### src/rtl/uart_rx_led.sv
// UART receiver (8N1) that shows the last good byte on led and a three-byte history on io_led.
// Define UART_RX_PARITY_EN to receive 8E1 frames; this adds the parity_err output.
module uart_rx_led #(
    parameter int unsigned CLK_HZ = 100000000,
    parameter int unsigned BAUD   = 115200
) (
    input  logic        clk,
    input  logic        rst,
    input  logic        rx,
    output logic [7:0]  led,
    output logic [23:0] io_led,
    output logic [7:0]  rx_data,
    output logic        rx_valid,
    output logic        frame_err
`ifdef UART_RX_PARITY_EN
    ,
    output logic        parity_err
`endif
);

    localparam int unsigned CLKS_PER_BIT = CLK_HZ / BAUD;
    localparam int unsigned CW           = $clog2(CLKS_PER_BIT) + 1;
    localparam logic [CW-1:0] FULL_LOAD  = CW'(CLKS_PER_BIT - 1);
    localparam logic [CW-1:0] HALF_LOAD  = CW'(CLKS_PER_BIT / 2 - 1);

    if (CLKS_PER_BIT < 4) begin : g_cpb_check
        $fatal(1, "uart_rx_led: CLKS_PER_BIT must be at least 4");
    end

    typedef enum logic [2:0] {
        StIdle,
        StStart,
        StData,
        StStop,
        StWaitIdle
`ifdef UART_RX_PARITY_EN
        ,
        StParity
`endif
    } state_t;

    state_t          state;
    logic            sync1;
    logic            sync2;
    logic [CW-1:0]   cnt;
    logic [2:0]      bit_idx;
    logic [7:0]      shreg;
    logic            commit;
    logic            expired;
    logic            rx_s;
`ifdef UART_RX_PARITY_EN
    logic            par_bit;
    logic            parity_bad;
`endif

    assign rx_s    = sync2;
    assign expired = (cnt == '0);
`ifdef UART_RX_PARITY_EN
    // Even parity: the parity bit makes the total count of ones even.
    assign parity_bad = par_bit != (^shreg);
`endif

    // Synchronizer flops idle at 1 so reset release never looks like a start edge.
    always_ff @(posedge clk or posedge rst) begin
        if (rst) begin
            sync1 <= 1'b1;
            sync2 <= 1'b1;
        end else begin
            sync1 <= rx;
            sync2 <= sync1;
        end
    end

    always_ff @(posedge clk or posedge rst) begin
        if (rst) begin
            state     <= StIdle;
            cnt       <= '0;
            bit_idx   <= '0;
            shreg     <= '0;
            commit    <= 1'b0;
            led       <= 8'hFF;
            io_led    <= 24'hFFFFFF;
            rx_data   <= 8'h00;
            rx_valid  <= 1'b0;
            frame_err <= 1'b0;
`ifdef UART_RX_PARITY_EN
            par_bit    <= 1'b0;
            parity_err <= 1'b0;
`endif
        end else begin
            rx_valid  <= 1'b0;
            frame_err <= 1'b0;
            commit    <= 1'b0;
`ifdef UART_RX_PARITY_EN
            parity_err <= 1'b0;
`endif
            // Outputs update one cycle after the stop-bit sample.
            if (commit) begin
                rx_data  <= shreg;
                rx_valid <= 1'b1;
                led      <= shreg;
                io_led   <= {io_led[15:0], shreg};
            end

            unique case (state)
                StIdle: begin
                    if (!rx_s) begin
                        state <= StStart;
                        cnt   <= HALF_LOAD;
                    end
                end
                StStart: begin
                    if (!expired) begin
                        cnt <= cnt - CW'(1);
                    end else if (!rx_s) begin
                        state   <= StData;
                        cnt     <= FULL_LOAD;
                        bit_idx <= '0;
                    end else begin
                        state <= StIdle;
                    end
                end
                StData: begin
                    if (!expired) begin
                        cnt <= cnt - CW'(1);
                    end else begin
                        shreg <= {rx_s, shreg[7:1]};
                        cnt   <= FULL_LOAD;
                        if (bit_idx == 3'd7) begin
`ifdef UART_RX_PARITY_EN
                            state <= StParity;
`else
                            state <= StStop;
`endif
                        end else begin
                            bit_idx <= bit_idx + 3'd1;
                        end
                    end
                end
`ifdef UART_RX_PARITY_EN
                StParity: begin
                    if (!expired) begin
                        cnt <= cnt - CW'(1);
                    end else begin
                        par_bit <= rx_s;
                        cnt     <= FULL_LOAD;
                        state   <= StStop;
                    end
                end
`endif
                StStop: begin
                    if (!expired) begin
                        cnt <= cnt - CW'(1);
                    end else begin
`ifdef UART_RX_PARITY_EN
                        parity_err <= parity_bad;
`endif
                        if (rx_s) begin
`ifdef UART_RX_PARITY_EN
                            commit <= !parity_bad;
`else
                            commit <= 1'b1;
`endif
                            state  <= StIdle;
                        end else begin
                            frame_err <= 1'b1;
                            state     <= StWaitIdle;
                        end
                    end
                end
                StWaitIdle: begin
                    if (rx_s) begin
                        state <= StIdle;
                    end
                end
                default: state <= StIdle;
            endcase
        end
    end

endmodule

### config.mk
export PLATFORM = sky130hd
export DESIGN_NAME = uart_rx_led
export DESIGN_NICKNAME = d
export VERILOG_FILES = /design/src/rtl/uart_rx_led.sv
export SDC_FILE = /design/constraint.sdc
export NUM_CORES = 1
export LEC_CHECK = 0
export ABC_AREA = 0
export CORE_UTILIZATION = 40
export CTS_CLUSTER_DIAMETER = 80
export DETAILED_ROUTE_END_ITERATION = 16
export GPL_TIMING_DRIVEN = 1
export PLACE_DENSITY = 0.67
export SYNTH_ARGS = -nofsm -noshare
export SYNTH_HDL_FRONTEND = slang
export SYNTH_SLANG_ARGS = --single-unit
### constraint.sdc
create_clock -name clk -period 2.1 [get_ports clk]
set_input_delay 0.315 -clock clk [delete_from_list [all_inputs] [get_ports clk]]
set_output_delay 0.315 -clock clk [all_outputs]
set_load 0.01 [all_outputs]
### After elaboration in Yosys (flattened, before gate mapping)

Cells that the tools add are included.

* multiplexer cells: 27
* equality and inequality tests: 15
* reductions and logical operators: 8
* add/subtract/negate cells: 2

Operators by type and width (count)
* 11-bit two-way mux: 5
* 11-bit case mux with 4 select lines: 1
* 3-bit two-way mux: 11
* 2-bit != test, second input constant: 9
* 3-bit case mux with 5 select lines: 1
* 11-bit zero test: 1
* 11-bit by 1-bit subtractor with 11-bit output, second input constant: 1
* 1-bit two-way mux: 7
* 3-bit by 2-bit == test with 1-bit output, second input constant: 2
* 3-bit == test, second input constant: 2
* 3-bit case mux with 2 select lines: 1
* 6-bit AND reduction: 1
* 5-bit AND reduction: 1
* 4-bit AND reduction: 1
* 4-bit nonzero test: 1
* 3-bit by 1-bit adder with 3-bit output, second input constant: 1
* 3-bit by 1-bit == test with 1-bit output, second input constant: 1
* 3-bit zero test: 1
* 3-bit != test, second input constant: 1
* 2-bit two-way mux: 1
* 2-bit AND reduction: 1
* 2-bit nonzero test: 1

* output and inout bits: 42
* bits of input ports: 3
* logic and storage cells: 64
* flip-flop bits (word level): 70

### Logic depth before layout (Yosys ltp)

* depth in word-level cells: 4
* depth in mapped cells: 8
* depth with buffers taken out: 7

### Worst setup path before layout

No wires, ideal clock.

* path kind: reg2reg
* start: register cnt[0]
* end: register cnt[4]
* slack: 0.188 ns
* cell stages (with the launch flop): 9
* path buffers: 1
* arrival time: 1.847 ns
* clock period less this slack: 1.912 ns
* cells stage by stage: dfrtp_1 inv_1 ha_1 nor4b_2 and3_1 buf_6 maj3_4 a311oi_1 o22a_1

* word-level cells in the longest chain between the ends: 3
* elaborated cells on any way between the ends: 9

Ends and longest elaborated chain
* start: declaration: line 45 `logic [CW-1:0] cnt;`
* start signal: assignment: line 114 `cnt <= cnt - CW'(1);`
* start signal: assignment: line 125 `cnt <= cnt - CW'(1);`
* start signal: assignment: line 153 `cnt <= cnt - CW'(1);`
* 11-bit by 1-bit subtractor with 11-bit output / 11-bit zero test (equally long branches)
* 11-bit two-way mux, or another cell as far along: line 152 `if (!expired) begin`
* 11-bit case mux with 4 select lines / 4-bit AND reduction (equally long branches)

Several ways; a longest one is shown, not always the timed one. The select of a mux whose other input is x is not followed.
A chain may end at the register's enable or synchronous reset.

### Worst setup path in the final report

* start: register cnt[0]
* end: register cnt[7]

The elaborated chain is that of the path after synthesis.

==> results.yml <==
worst_setup_path:
  cell_by_cell_trace_of_the_critical_path: "inv_1, ha_1, nor4b_4, and3_1, buf_4, maj3_4, a311oi_1, o22a_1"
  critical_path.slowest_cell: "sky130_fd_sc_hd__maj3_4"
  rrSetupSlack_ns: 0.15
  timing.critical_path.to_type: "flop"
  worstPathArrival_ns: 2.23
  crit_path_max_fanout: 5
  timing.critical_path.depth: 8
  worst_path_largest_cell_delay_ns: 0.36
  critPathTopFamily: "adder cells"
  timing.reg2reg.worst_path_depth: 8
  critical_path_required_ns: 2.38
  setup.worst_path.start: "cnt[0]$_DFFE_PP0P_"
  startpoint_type: "flop"
  cp_num_buf_inv: 2
  critPathKind: "flop to flop"
  critical_path.reg2reg.startpoint: "cnt[0]$_DFFE_PP0P_"
placement:
  place_hpwl_um: 3600
  worst_slack_placed_ns: 0.0625
  globalplace.congestion: 0.886
  detailed_place.area_mm2: 0.00341
  dp.cells: 390
  port_buffers: 44
pwr:
  static-leakage-power_nw: 1.53
  power_density_mw_per_mm2: 629
  worst_ir_drop_vdd_mv: 0.273
  post-layout-total-power_mw: 2.28
routing:
  routed-wl-met2_um: 2490
  detailroute.wirelength.met3_um: 213
  detail_route.iter0.violations: 86
  route.vias.total: 2008
  antenna_left: 0
  drcViolationCount: 0
  wirelength_met1_um: 2440
  drt_wl_total_um: 5230
  dr.max_layer_used: "met4"
  detail_route.first_pass.iterations: 4
  drt-vias-per-instance: 4.95
  wl_per_cell_um: 12.9
timing:
  fin_skew_ns: 0.00922
  final_layout_worst_hold_slack_ns: 0.341
  pins_over_slew_limit: 0
  final.min_clock_period_ns: 1.95
  fin_setup_tns_ns: 0
  worst_slew_pin_tran_ns: 0.523
  timing.max_slew.rel_slack_pct: 64.8
  fmax_mhz: 512
  report.final.setup_viol: 0
  finalWorstSetupSlack_ns: 0.148
  rsz_0062_raised_after_global_routing: "no"
  min_period_over_period_pct: 93.0
  number_of_hold_violations_in_the_final_report: 0
yosys:
  synth_largest_area_cell: "sky130_fd_sc_hd__dfrtp_1"
  yosys_most_used_dff: "sky130_fd_sc_hd__dfrtp_1"
  postSynthNetCount: 256
  post_synth_edffs: 0
  synth_compound_area_share_pct: 13.3
  synth_area_per_inst_um2: 11.3
  synth_area_mm2: 0.00280
  synth_simple_gate_area_share_pct: 9.37
  ys_types: 50
  synthesis_stage_register_bit_count: 62
  synth_area_leaders: "sky130_fd_sc_hd__dfrtp_1 (32%), sky130_fd_sc_hd__dfstp_2 (24%), sky130_fd_sc_hd__mux2_2 (6.8%), sky130_fd_sc_hd__o21ai_0 (3.4%), sky130_fd_sc_hd__inv_1 (3.2%)"
  post_synth_adder_cell_area_pct: 2.68
  synth_sequential_area_ratio_pct: 56.5
  synth.mux.area_fraction_pct: 10.4
  netlist_instances: 249
  synthDominantCellAreaShare_pct: 32.1
  synth.yosys.warnings: 0
  xor_xnor_share_of_the_synthesized_area_pct: 0.313
  asyncSetResetFlopFracSynth_pct: 100
  synth_top_family_by_area: "compound AO/OA/AOI/OAI gates"
final_layout:
  summed_area_of_non_filler_cells_in_the_final_layout_mm2: 0.00362
  area.growth.synth_to_final_pct: 29.2
  final-seq-area_mm2: 0.00158
  fin_util_pct: 53.3
  n_fill_cell: 610
  share_of_layout_cells_above_drive_strength_1_pct: 29.0
  multi_input_area_mm2: 0.00102
  antenna_cells_inserted: 0
  final_net_count: 312
  post_layout_nonfiller_instances: 406
global_routing:
  first_global_vias: 1935
  grt_antenna_before_repair: 0
  grt_pass1_wl_um: 8980
  grt_max_degree: 63
  grt_overflow: 0
  grt_use_total_pct: 15.9
clock_tree:
  tritoncts: "built"
  cts_buffers: 9
  clkTransAtPathRegs_ns: 0.07
  clock_tree.root_cell: "sky130_fd_sc_hd__clkbuf_8"
  cts_buffer_depth: 2
  postCtsHoldBufs: 0
  clk-insertion-delay-late_ns: 0.34
  setup_bufs_post_cts: 0
  cts_repair_resize_count: 0
  cts.sink_count: 62
  htreeDepth: 3
floorplan:
  floorplan.die.height_um: 85.7
  die_w_um: 85.7
  start_util_pct: 41.3
  floorplan.core_area_mm2: 0.00679
  num_io_pins: 45
  die-area_mm2: 0.00735
  number_of_core_rows: 30
run:
  maxCapViolCount: 0
outcome:
  status: "complete, no violations"
min_path:
  hp-class: "input port to async pin"
## final cells by class
| type | instances | share of cell area (%) |
|---|---|---|
| clock buffer | 10 | 3.80 |
| clock inverter | 6 | 1.69 |
| inverter | 26 | 2.70 |
| multi-input combinational | 143 | 28.3 |
| sequential | 62 | 43.8 |
| tap | 96 | 3.32 |
| timing repair buffer | 63 | 16.5 |
## path summary, 6_finish.rpt
path                                            to
worst max-delay path            cnt[7]$_DFFE_PP0P_
worst min-delay path            cnt[7]$_DFFE_PP0P_
worst max register to register  cnt[7]$_DFFE_PP0P_
worst min register to register      rx_s$_DFF_PP1_
max in group asynchronous       led[0]$_DFFE_PP1P_
min in group clk                    rx_s$_DFF_PP1_
## flip-flops by register name, summed over array words and instances, names as in the netlist
name / flops
rx_s: 1
commit: 1
rx_valid: 1
sync1: 1
rx_data: 8
state: 3
frame_err: 1
cnt: 11
led: 7
bit_idx: 3
io_led: 17
shreg: 8
## power by group
group	switching, mW	internal (mW)	leakage [nW]
registers	0.00226	1.20	0.751
clock network	0.464	0.575	0.102
logic	0.0264	0.00883	0.675
## logic make-up after synthesis
family	Yosys count
compound gates	58
xor+xnor	1
fa+ha+maj	6
buf+inv	44
flops	62
mux	26
simple gates	52
## synthesized netlist by cell type (4+ instances only)
cell type,number
sky130_fd_sc_hd__dfrtp_1,36
sky130_fd_sc_hd__dfstp_2,26
sky130_fd_sc_hd__inv_1,24
sky130_fd_sc_hd__nand2_1,21
sky130_fd_sc_hd__o21ai_0,19
sky130_fd_sc_hd__mux2_2,17
sky130_fd_sc_hd__nor2_1,13
sky130_fd_sc_hd__buf_4,9
sky130_fd_sc_hd__mux2_1,7
sky130_fd_sc_hd__nand3_1,7
sky130_fd_sc_hd__a21oi_1,6
sky130_fd_sc_hd__clkbuf_1,6
sky130_fd_sc_hd__o21ai_1,6
sky130_fd_sc_hd__a31oi_1,4
sky130_fd_sc_hd__ha_1,4
## layout by cell type, fill, tap and decap left out, types with 7 or more instances in the layout
cell                               n
sky130_fd_sc_hd__nor2_1           13
sky130_fd_sc_hd__dfrtp_1          36
sky130_fd_sc_hd__nand2_1          21
sky130_fd_sc_hd__dfstp_2          26
sky130_fd_sc_hd__mux2_2           17
sky130_fd_sc_hd__clkdlybuf4s50_1  44
sky130_fd_sc_hd__mux2_1            7
sky130_fd_sc_hd__o21ai_0          19
sky130_fd_sc_hd__inv_1            23
sky130_fd_sc_hd__buf_4            18
sky130_fd_sc_hd__clkbuf_8         10
sky130_fd_sc_hd__nand3_1           7
## metal layers
metal	GRT usage [%]	vias to the layer above
li1	-	978
met5	0	-
met3	5.10	9
met2	25.1	54
met4	6.82	0
met1	20.2	967
## worst register-to-register path, cell delays in order, from the launching register on
cell and delay, ns:
sky130_fd_sc_hd__dfrtp_1 0.34, sky130_fd_sc_hd__inv_1 0.07, sky130_fd_sc_hd__ha_1 0.19, sky130_fd_sc_hd__nor4b_4 0.14, sky130_fd_sc_hd__and3_1 0.21, sky130_fd_sc_hd__buf_4 0.14
sky130_fd_sc_hd__maj3_4 0.36, sky130_fd_sc_hd__a311oi_1 0.27, sky130_fd_sc_hd__o22a_1 0.17
Note: power is estimated with default switching activity, not from simulation.
